File: src/rtl/mipi_payload_tracker_if.sv
// mipi_payload_tracker_if: bus between lane merger, tracker and packet handler.
//   Parameters: LANES bytes per beat, WC_W word-count width.
//   Inputs to the tracker: pkt_start, wc, beat_valid, din.
//   Outputs of the tracker: pay_valid, pay_data, pay_keep, pay_last,
//   ftr, ftr_valid, busy, hdr_err, crc_err.
//   master = driver side (merger/testbench), slave = tracker side.
interface mipi_payload_tracker_if #(
   parameter int LANES = 4,
   parameter int WC_W  = 16
);
   logic                  pkt_start;
   logic [WC_W-1:0]       wc;
   logic                  beat_valid;
   logic [8*LANES-1:0]    din;
   logic                  pay_valid;
   logic [8*LANES-1:0]    pay_data;
   logic [LANES-1:0]      pay_keep;
   logic                  pay_last;
   logic [15:0]           ftr;
   logic                  ftr_valid;
   logic                  busy;
   logic                  hdr_err;
   logic                  crc_err;

   modport master (
      output pkt_start, wc, beat_valid, din,
      input  pay_valid, pay_data, pay_keep, pay_last, ftr, ftr_valid, busy, hdr_err, crc_err
   );

   modport slave (
      input  pkt_start, wc, beat_valid, din,
      output pay_valid, pay_data, pay_keep, pay_last, ftr, ftr_valid, busy, hdr_err, crc_err
   );
endinterface

File: src/rtl/mipi_payload_tracker.sv
// mipi_payload_tracker: counts long-packet payload bytes against WC for any
// lane count, emits keep-masked payload beats and captures the 2-byte footer.
//   clk, reset : clock, asynchronous active-high reset
//   bus        : mipi_payload_tracker_if.slave (header/beat inputs, payload,
//                footer and error outputs, all outputs registered)
//   Optional macro MIPI_PAYLOAD_CRC_CHK_EN adds a CRC-16 check of the payload
//   against the footer; without it crc_err is tied to 0.
module mipi_payload_tracker #(
   parameter int LANES = 4,
   parameter int WC_W  = 16
) (
   input  logic                  clk,
   input  logic                  reset,
   mipi_payload_tracker_if.slave bus
);
   typedef enum logic [1:0] {IDLE, PAYLOAD, FOOTER} state_t;

   localparam int CW = WC_W + 1;
   localparam logic [CW-1:0] LN = CW'(LANES);

   state_t             state, state_nxt;
   logic [CW-1:0]      rem_pay, rem_ftr, rem_pay_nxt, rem_ftr_nxt;
   logic [CW-1:0]      n_pay, n_ftr;
   logic               fire, ftr_done;
   logic [LANES-1:0]   keep;
   logic [15:0]        fb;
   logic [15:0]        ftr_q, ftr_nxt;
   logic               pay_valid_q, pay_last_q, ftr_valid_q, busy_q, hdr_err_q;
   logic [8*LANES-1:0] pay_data_q;
   logic [LANES-1:0]   pay_keep_q;

   always_comb begin
      fire        = bus.beat_valid && (state != IDLE);
      n_pay       = (state == PAYLOAD) ? ((rem_pay < LN) ? rem_pay : LN) : '0;
      n_ftr       = ((LN - n_pay) < rem_ftr) ? (LN - n_pay) : rem_ftr;
      // bytes right after the last payload byte, in wire order
      fb          = 16'({8'h00, bus.din} >> {n_pay, 3'b000});
      keep        = '0;
      for (int i = 0; i < LANES; i++) keep[i] = CW'(i) < n_pay;
      rem_pay_nxt = rem_pay;
      rem_ftr_nxt = rem_ftr;
      state_nxt   = state;
      ftr_nxt     = ftr_q;
      if (fire) begin
         rem_pay_nxt = rem_pay - n_pay;
         rem_ftr_nxt = rem_ftr - n_ftr;
         state_nxt   = (rem_ftr_nxt == '0) ? IDLE : (rem_pay_nxt == '0) ? FOOTER : PAYLOAD;
         if (n_ftr != '0) begin
            // the first footer byte of this beat lands in slot 2-rem_ftr
            if (rem_ftr == CW'(2)) ftr_nxt[7:0] = fb[7:0];
            else ftr_nxt[15:8] = fb[7:0];
            if (n_ftr == CW'(2)) ftr_nxt[15:8] = fb[15:8];
         end
      end else if (state == IDLE && bus.pkt_start) begin
         rem_pay_nxt = {1'b0, bus.wc};
         rem_ftr_nxt = CW'(2);
         state_nxt   = (bus.wc != '0) ? PAYLOAD : FOOTER;
      end
      ftr_done = fire && (n_ftr != '0) && (rem_ftr_nxt == '0);
   end

   always_ff @(posedge clk or posedge reset) begin
      if (reset) begin
         state       <= IDLE;
         rem_pay     <= '0;
         rem_ftr     <= '0;
         ftr_q       <= '0;
         pay_valid_q <= 1'b0;
         pay_last_q  <= 1'b0;
         ftr_valid_q <= 1'b0;
         busy_q      <= 1'b0;
         hdr_err_q   <= 1'b0;
         pay_data_q  <= '0;
         pay_keep_q  <= '0;
      end else begin
         state       <= state_nxt;
         rem_pay     <= rem_pay_nxt;
         rem_ftr     <= rem_ftr_nxt;
         ftr_q       <= ftr_nxt;
         pay_valid_q <= fire && (n_pay != '0);
         pay_last_q  <= fire && (n_pay != '0) && (rem_pay_nxt == '0);
         ftr_valid_q <= ftr_done;
         busy_q      <= state != IDLE;
         hdr_err_q   <= bus.pkt_start && (state != IDLE);
         // payload registers hold their last beat across gaps and footer beats
         if (fire && n_pay != '0) begin
            pay_data_q <= bus.din;
            pay_keep_q <= keep;
         end
      end
   end

`ifdef MIPI_PAYLOAD_CRC_CHK_EN
   logic [15:0] crc, crc_nxt;
   logic        crc_err_q;

   // reflected CCITT polynomial (0x8408) gives LSB-first bit order
   always_comb begin
      crc_nxt = crc;
      for (int i = 0; i < LANES; i++)
         if (fire && keep[i])
            for (int b = 0; b < 8; b++)
               crc_nxt = (crc_nxt[0] ^ bus.din[8*i+b]) ? ((crc_nxt >> 1) ^ 16'h8408) : (crc_nxt >> 1);
      if (state == IDLE && bus.pkt_start) crc_nxt = 16'hFFFF;
   end

   always_ff @(posedge clk or posedge reset) begin
      if (reset) begin
         crc       <= 16'hFFFF;
         crc_err_q <= 1'b0;
      end else begin
         crc       <= crc_nxt;
         crc_err_q <= ftr_done && (crc_nxt != ftr_nxt);
      end
   end

   assign bus.crc_err = crc_err_q;
`else
   assign bus.crc_err = 1'b0;
`endif

   assign bus.pay_valid = pay_valid_q;
   assign bus.pay_data  = pay_data_q;
   assign bus.pay_keep  = pay_keep_q;
   assign bus.pay_last  = pay_last_q;
   assign bus.ftr       = ftr_q;
   assign bus.ftr_valid = ftr_valid_q;
   assign bus.busy      = busy_q;
   assign bus.hdr_err   = hdr_err_q;
endmodule
File: src/flat_wrapper.sv
// flat-port wrapper written by rule: the top's interface ports become plain ports
module mipi_payload_tracker_flat 
#(
   parameter int LANES = 4,
   parameter int WC_W  = 16
)
  (clk, reset, bus_pkt_start, bus_wc, bus_beat_valid, bus_din, bus_pay_valid, bus_pay_data, bus_pay_keep, bus_pay_last, bus_ftr, bus_ftr_valid, bus_busy, bus_hdr_err, bus_crc_err);
  mipi_payload_tracker_if #(.LANES(LANES), .WC_W(WC_W)) bus_i ();
  input  logic clk;
  input  logic reset;
  input wire logic [$bits(bus_i.pkt_start)-1:0] bus_pkt_start;
  input wire logic [$bits(bus_i.wc)-1:0] bus_wc;
  input wire logic [$bits(bus_i.beat_valid)-1:0] bus_beat_valid;
  input wire logic [$bits(bus_i.din)-1:0] bus_din;
  output wire logic [$bits(bus_i.pay_valid)-1:0] bus_pay_valid;
  output wire logic [$bits(bus_i.pay_data)-1:0] bus_pay_data;
  output wire logic [$bits(bus_i.pay_keep)-1:0] bus_pay_keep;
  output wire logic [$bits(bus_i.pay_last)-1:0] bus_pay_last;
  output wire logic [$bits(bus_i.ftr)-1:0] bus_ftr;
  output wire logic [$bits(bus_i.ftr_valid)-1:0] bus_ftr_valid;
  output wire logic [$bits(bus_i.busy)-1:0] bus_busy;
  output wire logic [$bits(bus_i.hdr_err)-1:0] bus_hdr_err;
  output wire logic [$bits(bus_i.crc_err)-1:0] bus_crc_err;
  assign bus_i.pkt_start = bus_pkt_start;
  assign bus_i.wc = bus_wc;
  assign bus_i.beat_valid = bus_beat_valid;
  assign bus_i.din = bus_din;
  assign bus_pay_valid = bus_i.pay_valid;
  assign bus_pay_data = bus_i.pay_data;
  assign bus_pay_keep = bus_i.pay_keep;
  assign bus_pay_last = bus_i.pay_last;
  assign bus_ftr = bus_i.ftr;
  assign bus_ftr_valid = bus_i.ftr_valid;
  assign bus_busy = bus_i.busy;
  assign bus_hdr_err = bus_i.hdr_err;
  assign bus_crc_err = bus_i.crc_err;
  mipi_payload_tracker #(.LANES(LANES), .WC_W(WC_W)) u_core (.clk(clk), .reset(reset), .bus(bus_i));
endmodule
File: config.mk
export PLATFORM = sky130hd
export DESIGN_NAME = mipi_payload_tracker_flat
export DESIGN_NICKNAME = d
export VERILOG_FILES = /design/src/rtl/mipi_payload_tracker_if.sv /design/src/rtl/mipi_payload_tracker.sv /design/src/flat_wrapper.sv
export SDC_FILE = /design/constraint.sdc
export NUM_CORES = 1
export LEC_CHECK = 0
export ABC_AREA = 0
export BUFFER_PORTS_ARGS = -buffer_cell sky130_fd_sc_hd__buf_2
export CORE_MARGIN = 5
export CORE_UTILIZATION = 30
export DETAILED_ROUTE_END_ITERATION = 16
export GPL_ROUTABILITY_DRIVEN = 0
export PLACE_DENSITY_LB_ADDON = 0.2
export SLEW_MARGIN = 25
export SYNTH_ARGS = -nofsm -noshare
export SYNTH_HDL_FRONTEND = slang
export SYNTH_SLANG_ARGS = --single-unit
File: constraint.sdc
create_clock -name clk -period 19.7 [get_ports clk]
set_input_delay 3.94 -clock clk [delete_from_list [all_inputs] [get_ports clk]]
set_output_delay 3.94 -clock clk [all_outputs]
set_load 0.03 [all_outputs]
==> impl.org <==
** Synthesis
- For this run, the leading register cell type out of synthesis is sky130_fd_sc_hd__dfrtp_1.
- Cells taking the most area after synthesis :: sky130_fd_sc_hd__dfrtp_1 34%, sky130_fd_sc_hd__ha_1 7.7%, sky130_fd_sc_hd__nand2_1 7.5%
- In this run, distinct cell masters in the synthesized netlist total 70.
- The largest total area in the synthesized netlist belongs to sky130_fd_sc_hd__dfrtp_1.
- Number of enable-type register cells in the synthesized netlist :: 0
- Number of warnings reported in the yosys synthesis log :: 0
- Cell area after synthesis :: 0.00685 mm^2
- Area share of the largest cell type after synthesis :: 0.340
- Syn Inst Count :: 833
- After synthesis the netlist holds a flip-flop and latch count of 93.
- Counting flops with an async set or reset pin after synthesis yields a share of 1.00.
- Average instance area after synthesis :: 8.22 um^2
- For this run, the register share of the synthesized area comes to 0.340.

** Route
- After the first detailed-routing iteration, the DRC count stood at 621.
- Vias after detailed routing :: 6663
- Residual DRC count :: 0
- Detailed-routing iteration count for the pre-antenna-repair pass :: 5
- Wire length after detailed routing :: 22.5 mm
- Wire per inst :: 18.4 um
- Antenna-violating nets left :: 0
- Routed vias/inst :: 5.43

** Cells and area
- In the final layout, the share of cells above drive strength 1 is 0.194.
- Filler Cell Count :: 2392
- After routing the design area is 0.00803 mm^2.
- The final layout contains 1032 nets.
- Multi-input gate area in the final layout :: 0.00427 mm^2
- Reg area :: 0.00233 mm^2
- Top library cells by usage in the layout, fill and taps aside :: 136 x sky130_fd_sc_hd__nand2_1, 108 x sky130_fd_sc_hd__buf_2, 93 x sky130_fd_sc_hd__dfrtp_1, 62 x sky130_fd_sc_hd__nor2_1, 59 x sky130_fd_sc_hd__o21ai_0
- Synthesis-to-finish area growth :: 17.2%
- The number of antenna diodes in the final layout is 0.
- Most common library cell in the layout ignoring fill and taps :: sky130_fd_sc_hd__nand2_1

** Timing
- Post-route clock skew :: 0.00547 ns
- Of the available clock period, the critical path in the final layout requires 0.430.
- Timing would allow up to 118 MHz.
- The total count of max-transition violations in the final report is 0.
- The final-report hold violation count was 0.
- Setup violations remaining at the end of the flow were counted as 0.
- Setup repair after global routing left no endpoint under its margin.
- For the final routed database, the setup TNS stands at 0 ns.
- Clock period minus final worst setup slack :: 8.47 ns
- At the pin with the least slew margin, the transition time is 0.924 ns.
- In this run the tightest slew margin relative to its limit is 0.380.

** Clock network
- TritonCTS built the clock tree.
- Post-CTS Setup Repair Bufs :: 0
- Count of H-tree levels built during CTS :: 3
- Number of buffers between clock root and the deepest sink :: 2
- The tree is rooted in a sky130_fd_sc_hd__clkbuf_16.
- The number of gates resized after CTS was 0.
- The clock reaches the later pin of the worst-skew pair after 0.35 ns.
- Clock slew seen by the registers of the worst setup and hold paths :: 0.07 ns
- After clock tree synthesis, the flow added hold-fix buffers numbering 0.
- The clock net in this run drives a total of 93 sinks.
- Clock tree synthesis inserted a total of 9 buffers.

** Worst setup path
- Data arrives at the worst endpoint at 8.69 ns.
- Largest fanout on the critical path :: 26
- Critical Setup Path Class :: flip-flop to flip-flop
- Slowest cell on the critical path :: sky130_fd_sc_hd__nand2_1
- Crit. End Element :: flip-flop
- Delay contributed by the slowest stage of the critical path :: 0.66 ns
- STA classifies the critical path startpoint as a flip-flop.
- Data required time at the worst endpoint :: 19.91 ns
- Reg2Reg Setup Slack :: 11.23 ns
- By instance count, the cell type seen most on the critical path is sky130_fd_sc_hd__ha_1.

** Die
- Y dimension of the die :: 161 um
- Pin placement for this block handled 110 I/O pins.
- The floorplan step defined a die boundary enclosing 0.0260 mm^2.
- Starting Density :: 0.303
- Standard-cell rows :: 55
- The total area inside the core boundary comes to 0.0226 mm^2.
- Die Wd :: 161 um

** Flow run
- The tool flagged a number of max-cap violations equal to 0.

** Power and ir drop
- Power Density :: 191 mW/mm^2
- Leakage :: 3.61 nW
- Across the VDD grid, the largest voltage drop is 0.0699 mV.

** Global route
- The first global-routing pass estimated 35.3 mm of wire.
- GRT Total Usage :: 0.169
- Number of global-route vias before repair :: 6195
- GR Overflow Total :: 0
- Entering global routing, the biggest net connects 56 pins.
- Antenna violations before repair :: 0

** Placement
- Count of buffers from port buffering :: 108
- Area after DPL :: 0.00773 mm^2
- Detailed placement ended at an HPWL of 17.4 mm.

** Outcome
- Run status :: finished, final reports clean

** Hold path
- Hold Path Class :: flip-flop to flip-flop
## per-layer routing
metal / routed length [um] / global-route usage
met1: 10600 / 0.242
met2: 10300 / 0.261
met3: 997 / 0.0242
met4: 631 / 0.0574
met5: 0 / 0
## worst max-delay path, delay by kind of cell, from the launching register on
kind	cells	cell delay [ns]
adder cells (fa/ha/maj)	3	1.24
buffers and inverters	2	0.90
AO/OA/AOI/OAI	7	1.19
flip-flops	1	0.40
AND/OR/NAND/NOR	13	4.58
## cells in the mapped netlist (all sizes together), types with 3 or more instances
cell type,instances
nand2b,6
a211oi,5
a21o,13
ha,42
dfrtp,93
a311oi,5
o211ai,7
xnor2,18
clkbuf,33
mux2i,4
a22oi,3
nor2,64
a41o,5
a2111oi,4
xor2,5
nor3,26
nor2b,8
buf,10
a41oi,5
a21oi,52
nand2,136
and3,4
o21ai,59
o21a,6
a32o,3
nand4,8
a31oi,25
mux2,33
and2,7
inv,44
o2111ai,3
nand3,17
or2,5
o31ai,7
o22ai,7
nor4,21
## stage by stage
step / cells / hold WS [ns] / setup slack (ns) / power [mW] / util
after floorplan: 852 / 0.540 / 12.76 / 1.07 / -
after CTS: 1226 / 0.482 / 11.36 / 1.53 / 0.355
after global placement: 1211 / 0.457 / 11.56 / 1.36 / 0.342
after global routing: 1226 / 0.507 / 10.56 / 1.65 / 0.356
final: 1226 / 0.474 / 11.23 / 1.53 / 0.356
after detailed placement: 1211 / 0.467 / 11.38 / 1.34 / 0.342
## power breakdown
group	switching (mW)	internal (mW)	leakage, nW	total [mW]
logic	0.632	0.364	2.33	0.996
clock network	0.0831	0.0994	0.144	0.183
registers	0.0785	0.276	1.13	0.354
## logic make-up (layout without fill, tap and decap cells)
| kind of cell | count (synthesis) | count (layout) | synth area share |
|---|---|---|---|
| muxes | 37 | 37 | 0.0601 |
| adders and majority gates | 43 | 43 | 0.0796 |
| AOI/OAI and AO/OA | 232 | 232 | 0.224 |
| DFF | 93 | 93 | 0.340 |
| buffers and inverters | 88 | 177 | 0.0508 |
| xor gates and xnor gates | 23 | 23 | 0.0294 |
| and+or+nand+nor | 315 | 315 | 0.215 |
| other | 2 | 21 | 0.00110 |
## flip-flops by register name, summed over array words and instances, names as in the netlist
name	flops
u_core.bus.pay_valid	1
u_core.bus.pay_data	32
u_core.rem_pay	17
u_core.state	2
u_core.bus.pay_last	1
u_core.bus.ftr	16
u_core.bus.ftr_valid	1
u_core.bus.busy	1
u_core.bus.pay_keep	4
u_core.bus.hdr_err	1
u_core.rem_ftr	17
## area by class of cell
type / instances / area share
multi-input cells: 671 / 0.532
flip-flops and latches: 93 / 0.290
repair buffers: 117 / 0.0758
well taps: 285 / 0.0444
clock buffers: 9 / 0.0281
inverters: 45 / 0.0214
clock inverters: 6 / 0.00889
## path summary, 6_finish.rpt
path / from / endpoint / cells after the start
max in group asynchronous: reset / u_core.rem_ftr[14] / 3
min in group asynchronous: reset / u_core.bus.pay_data[15] / 2
min: u_core.bus.ftr[12] / u_core.bus.ftr[12] / 2
max reg2reg: u_core.rem_pay[6] / u_core.state[0] / 25
min reg2reg: u_core.bus.ftr[12] / u_core.bus.ftr[12] / 2
max: u_core.rem_pay[6] / u_core.state[0] / 25
No activity file was read; power rests on OpenSTA's default activity.
